===== src/rtl/cordic_pkg.sv =====
// Shared constants and types for the CORDIC fixed/float conversion path.
// Pure declarations, no latency; no flow control of its own.
// Holds the float field widths and bias, the Q2.30 format, and the packer state enum.
package cordic_pkg;

    localparam int FP_BIAS   = 127;
    localparam int FP_MANT_W = 23;
    localparam int FP_EXP_W  = 8;

    // Q2.30: two integer bits (including sign), thirty fractional bits.
    localparam int Q_INT_BITS  = 2;
    localparam int Q_FRAC_BITS = 30;
    localparam int Q_WIDTH     = Q_INT_BITS + Q_FRAC_BITS;

    typedef enum logic [1:0] {
        IDLE,
        NORM,
        ROUND,
        HOLD
    } pack_state_t;

endpackage


===== src/rtl/fp_round_pack.sv =====
// Packs sign, normalised magnitude and shift count into a single-precision float with RNE.
// Latency: purely combinational.
// Backpressure: none; the enclosing FSM holds the inputs stable.
module fp_round_pack
    import cordic_pkg::*;
#(
    parameter int WIDTH     = Q_WIDTH,
    parameter int FRAC_BITS = Q_FRAC_BITS,
    parameter int LZ_W      = $clog2(WIDTH)
) (
    input  logic             sign,
    input  logic [WIDTH-1:0] mag,
    input  logic [LZ_W-1:0]  lz,
    output logic [31:0]      fp
);

    // Exponent of a magnitude whose MSB is already set (lz == 0).
    localparam logic [FP_EXP_W-1:0] EXP_OFF = FP_EXP_W'(FP_BIAS + WIDTH - 1 - FRAC_BITS);

    logic [FP_MANT_W-1:0] mant;
    logic                 guard;
    logic                 sticky;
    logic                 round_up;
    logic [FP_MANT_W:0]   mant_rnd;
    logic [FP_EXP_W-1:0]  exp_base;
    logic [FP_EXP_W-1:0]  exp_fin;

    always_comb begin
        // mag[WIDTH-1] is the implicit leading one and is not stored.
        mant     = mag[WIDTH-2 -: FP_MANT_W];
        guard    = mag[WIDTH-2-FP_MANT_W];
        sticky   = |mag[WIDTH-3-FP_MANT_W:0];
        round_up = guard & (sticky | mant[0]);
        mant_rnd = {1'b0, mant} + {{FP_MANT_W{1'b0}}, round_up};
        exp_base = EXP_OFF - FP_EXP_W'(lz);
        // Carry out of the mantissa leaves it all zeros and bumps the exponent.
        exp_fin  = exp_base + {{(FP_EXP_W-1){1'b0}}, mant_rnd[FP_MANT_W]};
        if (mag == '0) begin
            fp = 32'h0000_0000;
        end else begin
            fp = {sign, exp_fin, mant_rnd[FP_MANT_W-1:0]};
        end
    end

endmodule


===== src/rtl/fixed_to_float_packer.sv =====
// Converts a signed Q2.30 word into an IEEE-754 single, normalising one bit per cycle.
// Latency: lz+2 cycles from input handshake to out_valid (2 for zero); one word in flight.
// Backpressure: in_ready only in IDLE; result held stable in HOLD until out_ready.
module fixed_to_float_packer
    import cordic_pkg::*;
#(
    parameter int FRAC_BITS = Q_FRAC_BITS,
    parameter int WIDTH     = Q_WIDTH
) (
    input  logic             clk,
    input  logic             rst,
    input  logic             in_valid,
    output logic             in_ready,
    input  logic [WIDTH-1:0] in_data,
    output logic             out_valid,
    input  logic             out_ready,
    output logic [31:0]      out_data
);

    localparam int LZ_W = $clog2(WIDTH);

    pack_state_t      state;
    pack_state_t      state_nxt;
    logic             sign_q;
    logic [WIDTH-1:0] mag_q;
    logic [LZ_W-1:0]  lz_q;
    logic [WIDTH-1:0] mag_in;
    logic [31:0]      pack_fp;

    // Negating the most negative value wraps back to itself, which is the correct unsigned magnitude.
    assign mag_in   = in_data[WIDTH-1] ? -in_data : in_data;
    assign in_ready = (state == IDLE);

    always_comb begin
        state_nxt = state;
        case (state)
            IDLE: begin
                if (in_valid) begin
                    state_nxt = ((mag_in == '0) || mag_in[WIDTH-1]) ? ROUND : NORM;
                end
            end
            NORM: begin
                // The bit shifted into the MSB this cycle ends normalisation.
                if (mag_q[WIDTH-2]) begin
                    state_nxt = ROUND;
                end
            end
            ROUND: state_nxt = HOLD;
            HOLD: begin
                if (out_ready) begin
                    state_nxt = IDLE;
                end
            end
            default: state_nxt = IDLE;
        endcase
    end

    always_ff @(posedge clk) begin
        if (rst) begin
            state     <= IDLE;
            sign_q    <= 1'b0;
            mag_q     <= '0;
            lz_q      <= '0;
            out_valid <= 1'b0;
            out_data  <= 32'h0000_0000;
        end else begin
            state <= state_nxt;
            case (state)
                IDLE: begin
                    if (in_valid) begin
                        sign_q <= in_data[WIDTH-1];
                        mag_q  <= mag_in;
                        lz_q   <= '0;
                    end
                end
                NORM: begin
                    mag_q <= mag_q << 1;
                    lz_q  <= lz_q + LZ_W'(1);
                end
                ROUND: begin
                    out_data  <= pack_fp;
                    out_valid <= 1'b1;
                end
                HOLD: begin
                    if (out_ready) begin
                        out_valid <= 1'b0;
                    end
                end
                default: ;
            endcase
        end
    end

    fp_round_pack #(
        .WIDTH     (WIDTH),
        .FRAC_BITS (FRAC_BITS),
        .LZ_W      (LZ_W)
    ) u_round_pack (
        .sign (sign_q),
        .mag  (mag_q),
        .lz   (lz_q),
        .fp   (pack_fp)
    );

`ifndef SYNTHESIS
    // Q2.30 inputs keep the unrounded exponent well inside the normal range.
    always_ff @(posedge clk) begin
        if (!rst && state == ROUND && mag_q != '0) begin
            assert ((FP_BIAS + WIDTH - 1 - FRAC_BITS - int'(lz_q)) >= 97 &&
                    (FP_BIAS + WIDTH - 1 - FRAC_BITS - int'(lz_q)) <= 129);
        end
    end
`endif

endmodule


===== config.mk =====
export PLATFORM = sky130hd
export DESIGN_NAME = fixed_to_float_packer
export DESIGN_NICKNAME = d
export VERILOG_FILES = /design/src/rtl/cordic_pkg.sv /design/src/rtl/fp_round_pack.sv /design/src/rtl/fixed_to_float_packer.sv
export SDC_FILE = /design/constraint.sdc
export NUM_CORES = 1
export LEC_CHECK = 0
export ABC_CLOCK_PERIOD_IN_PS = 3600
export BUFFER_PORTS_ARGS = -buffer_cell sky130_fd_sc_hd__buf_2
export CORE_MARGIN = 2
export CORE_UTILIZATION = 45
export CTS_BUF_LIST = sky130_fd_sc_hd__clkbuf_4 sky130_fd_sc_hd__clkbuf_8
export DETAILED_ROUTE_END_ITERATION = 12
export PLACE_DENSITY = 0.71
export SLEW_MARGIN = 10
export SYNTH_ARGS = -nofsm -noshare
export SYNTH_HDL_FRONTEND = slang
export SYNTH_SLANG_ARGS = --single-unit

===== constraint.sdc =====
create_clock -name clk -period 3.6 [get_ports clk]
set_input_delay 0.54 -clock clk [delete_from_list [all_inputs] [get_ports clk]]
set_output_delay 0.54 -clock clk [all_outputs]
set_load 0.03 [all_outputs]

== After elaboration in Yosys (flattened, before gate mapping) ==
Cells that the tools add are included.

* Register bits after elaboration: 73
* Bits of input ports: 36
* Output and inout bits: 34

* Add/sub/neg operators: 5
* Equal/unequal tests: 6
* Multiplexer cells: 13
* Bitwise operators: 2
* Reductions and logical operators: 11

{| class="wikitable"
|+ Operators with widths
! kind !! number
|-
| 2-to-1 mux 32 bit || 3
|-
| logical NOT 32 bit || 2
|-
| case mux 32 bit (2 select lines) || 1
|-
| negator 32 bit || 1
|-
| adder 23 x 1 -> 24 bit || 1
|-
| case mux 5 bit (2 select lines) || 1
|-
| adder 8 x 1 -> 8 bit || 1
|-
| 2-to-1 mux 2 bit || 4
|-
| case mux 2 bit (4 select lines) || 1
|-
| subtractor 8 x 5 -> 8 bit (first input constant) || 1
|-
| OR reduction 7 bit || 1
|-
| inequality test 2 bit (second input constant) || 3
|-
| AND reduction 2 bit || 3
|-
| adder 5 x 1 -> 5 bit (second input constant) || 1
|-
| 2-to-1 mux 5 bit || 1
|-
| equality test 2 bit (second input constant) || 2
|-
| nonzero test 2 bit || 2
|-
| AND reduction 3 bit || 1
|-
| equality test 2 x 1 -> 1 bit (second input constant) || 1
|-
| logical NOT 2 bit || 1
|-
| case mux 1 bit (2 select lines) || 1
|-
| AND 1 bit || 1
|-
| logical OR 1 bit || 1
|-
| 2-to-1 mux 1 bit || 1
|-
| bitwise OR 1 bit || 1
|}

== Logic depth before layout (Yosys ltp) ==
* Depth after elaboration: 7
* Depth in mapped cells: 12
* Mapped depth without buffers: 12

== Cells and area by module ==
Synthesis repeated with hierarchy kept, for this count alone.

* Cells, all modules: 600
* Area, all modules: 4,644.5 µm²

{| class="wikitable"
|+ Modules (own cells, without submodules)
! module !! times used !! cells each !! area each (µm²)
|-
| fixed_to_float_packer || 1 || 499 || 3,967.6
|-
| fp_round_pack || 1 || 101 || 676.9
|}

== Least setup slack after synthesis ==
OpenSTA, ideal clock, no wires.

* Path type: input to register
* From: in in_data[19]
* To: reg state[0]
* Data arrival time: 2.578 ns
* Path slack: 0.902 ns
* Cell stages on the path: 9
* Buffers on the path: 1
* Path through: buf_6 or4_4 or3_1 o31ai_2 xor2_1 nand3_1 nor3_2 a21oi_1 o31a_1

* Cells in the longest elaborated chain, start to end: 7

{| class="wikitable"
|+ Ends and longest elaborated chain
! item !! line !! RTL
|-
| start, declared || fixed_to_float_packer.sv:14 || <nowiki>input logic [WIDTH-1:0] in_data,</nowiki>
|-
| negator 32 bit || fixed_to_float_packer.sv:31 || <nowiki>assign mag_in = in_data[WIDTH-1] ? -in_data : in_data;</nowiki>
|-
| 2-to-1 mux 32 bit * || fixed_to_float_packer.sv:31 ||
|-
| logical NOT 32 bit || fixed_to_float_packer.sv:39 || <nowiki>state_nxt = ((mag_in == '0) || mag_in[WIDTH-1]) ? ROUND : NORM;</nowiki>
|-
| logical OR 1 bit * || fixed_to_float_packer.sv:39 ||
|-
| 2-to-1 mux 2 bit * || fixed_to_float_packer.sv:39 ||
|-
| 2-to-1 mux 2 bit * || fixed_to_float_packer.sv:38 || <nowiki>if (in_valid) begin</nowiki>
|-
| case mux 2 bit (4 select lines) * || fixed_to_float_packer.sv:36 || <nowiki>case (state)</nowiki>
|-
| end signal, assigned || fixed_to_float_packer.sv:67 || <nowiki>state <= state_nxt;</nowiki>
|-
| end, declared || fixed_to_float_packer.sv:22 || <nowiki>pack_state_t state;</nowiki>
|}

Every way passes the cells marked *; elsewhere a longest branch is shown, timed or not. The select of a mux whose other input is x is not followed.
A chain may end at the register's enable or synchronous reset.

== Worst setup path in the final report ==
* From: in in_data[2]
* To: reg state[0]

The elaborated chain is that of the path after synthesis.

==> impl_results.md <==
* Status: completed
* Yosys cell types at 60
* Top post-synthesis cells by count: nand2_1, dfxtp_1, a21oi_1
* Vias in the first global route at 4001
* Synth Area in XOR/XNOR at 9.52%
* Post-CTS Resized at 0
* Synth Area in Adders at 2.45%
* Yosys top cell area share at 31.8%
* Drt pass-1 iters at 5
* H-tree depth at 3
* CTS Root Cell: clkbuf_8
* Worst slack, placed at 368 ps
* First-pass GRT wire length at 19300 um
* Die X at 105 um
* ANT nets after route at 0
* Final #Nets at 705
* Post-synth top flop: dfxtp_1
* Routed wire length at 11300 um
* Clk sinks at 73
* Post-route DRC at 0
* Cells after synthesis at 615
* Pwr dens at 704 nW/um^2
* Max Slew Vio Count at 0
* Clk slew on worst S/H paths at 80 ps
* Avg Synthesized Cell Area at 7.48 sq um
* Synth Area in Compound Gates at 20.5%
* Count leader, synth: nand2_1
* Core box area at 9860 sq um
* Max_slew headroom at 42.2%
* Critical path required time at 3850 ps
* Hpwl dp at 8290 um
* Worst vdd ir at 0.341 mV
* Die Height at 105 um
* CTS tree: built
* Clk_skew at 11.1 ps
* Final hold violations at 0
* Initial DRC Count at 348
* Area Growth Syn to Fin at 14.4%
* # hold bufs at CTS at 0
* Worst setup EP type: flop
* Setup CP Type: in -> reg
* Top Ports at 70
* Worst R2R Setup Slack at 800 ps
* Seq/Total Area, Yosys at 31.8%
* Synth top area cells: dfxtp_1, nand2_1, a21oi_1, xor2_1, nor2_1
* Syn. warnings at 0
* Number of synthesized flops with an enable pin at 0
* Die Area at 11000 sq um
* N_diodes at 0
* Synth Register Bits at 73
* Max-cap viol count at 0
* Routed length per instance at 14.2 um
* Ys async rst share at 0%
* Worst slew pin tran at 867 ps
* Crit path launch type: primary input
* CP arrival at 3110 ps
* Total power draw at 0.00370 W
* Clock Latency Late Sink at 360 ps
* Postcts setup bufs at 0
* Vias at 4365
* Synth Area in Simple Gates at 29.7%
* Critical path peak fanout at 11
* Largest family of logic cells by synthesized area: simple AND/OR/NAND/NOR gates
* Routability congestion estimate at 0.842
* Vias per inst at 5.48
* Initial antenna violation count at 0
* Num CTS Buffers at 9
* Leakage at 1.98 nW
* Crit path time final at 2870 ps
* Synth Cell Area at 4600 sq um
* Total Neg Setup Slack at 0 ps
* Hold crit path type: in -> reg
* Largest net degree at the start of global routing at 52
* GRT Total Usage at 21.2%
* Synthesized net count at 660
* Final period utilization at 79.6%
* Highest clock rate at 349 MHz
* RSZ-0062 raised after global routing: no
* Ratio of cells with drive above 1 in the final layout at 16.1%
* Largest area contributor in the netlist: dfxtp_1
* Initial Util at 46.6%
* Setup-failing EPs final at 0
* Total gr overflow at 0
* Rows at 36
* Post-synthesis mux area share at 1.12%
* Deepest clock path buffer count at 2
* Fin worst setup slack at 734 ps
* PortBufs at 69
-- critical path, cell delays in order --
cell and delay (ps):
buf_2 130, nor3_1 520, nand4_2 430, or4b_4 610, o21ai_1 210, a21oi_1 110, nor3_2 180, a21oi_1 80
o31a_1 290
-- state kept, by name, indices dropped and copies added, names as in the netlist --
| name | cells |
|---|---|
| mag_q | 32 |
| out_data | 32 |
| lz_q | 5 |
| state | 2 |
| out_valid | 1 |
| sign_q | 1 |
-- per-stage QoR --
step / std cells / hold slack, ps / utilization (%) / area, sq um
4_1_cts: 797 / 440 / 53.3 / 5260
2_1_floorplan: 615 / 437 / - / 4600
6_report: 797 / 458 / 53.3 / 5260
3_5_place_dp: 782 / 450 / 50.6 / 4990
5_1_grt: 797 / 470 / 53.3 / 5260
3_3_place_gp: 782 / 449 / 50.6 / 4990
-- power breakdown --
| part | switching (W) | internal (W) |
|---|---|---|
| Sequential | 0.000261 | 0.00104 |
| Combinational | 0.00102 | 0.000542 |
| Clock | 0.000299 | 0.000545 |
-- layout by cell type, fill, tap and decap left out, types with 2 or more instances in the layout --
master     netlist  final
a211oi_1        16     16
a21oi_1         53     53
a22oi_1          2      2
a311oi_1         5      5
a32oi_1          3      3
a41oi_1          2      2
and2_1           2      2
and3_1           8      8
and4_1           2      2
buf_2            1     69
buf_4            0      6
bufinv_16        0      4
clkbuf_8         0     10
clkinv_1         2      2
dfxtp_1         73     73
ha_1             9      8
inv_1           13     13
mux2i_1          4      4
nand2_1        105    105
nand2b_1        21     21
nand3_1         24     24
nand3b_1         3      3
nand4_1         10     10
nor2_1          52     52
nor2b_1          3      3
nor3_1          12     12
nor4_1          12     12
o211ai_1        13     13
o21ai_0         22     22
o21ai_1         10      8
o21ai_2          0      2
o221ai_1         2      2
o31ai_1          7      7
or3_1            8      8
or4_1            2      2
xnor2_1         21     21
xor2_1          29     29
-- routing by layer --
metal  up-vias  GRT usage, %  part of all wire [%]
li1       2260             -                     -
met1      1952          30.5                    49
met2       138          31.4                    43
met3        15          3.49                   5.5
met4         0          8.67                   2.3
met5         -             0                     0
-- area by class of cell --
| type | count | area [sq um] |
|---|---|---|
| clock buffers | 10 | 138 |
| clock inverters | 5 | 128 |
| fillers | 954 | 4600 |
| inverters | 15 | 56.3 |
| multi-input cells | 486 | 2920 |
| flip-flops and latches | 73 | 1460 |
| well taps | 133 | 166 |
| repair buffers | 75 | 390 |
-- path summary, 6_finish.rpt --
kind / start / end / cells after the start
setup reg to reg: mag_q[14] / out_data[28] / 10
hold / removal: in_data[0] / mag_q[0] / 3
hold reg to reg: out_data[25] / out_data[25] / 2
setup / recovery: in_data[2] / state[0] / 9
-- logic make-up (layout without fill, tap and decap cells) --
| logic type | count (synthesis) | in the layout |
|---|---|---|
| XOR/XNOR | 50 | 50 |
| AO/OA/AOI/OAI | 147 | 147 |
| AND/OR/NAND/NOR | 275 | 275 |
| adder cells (fa/ha/maj) | 9 | 9 |
| multiplexers | 5 | 5 |
| flip-flops | 73 | 73 |
| buffers and inverters | 56 | 105 |
Power figures use the tool's default switching activity.
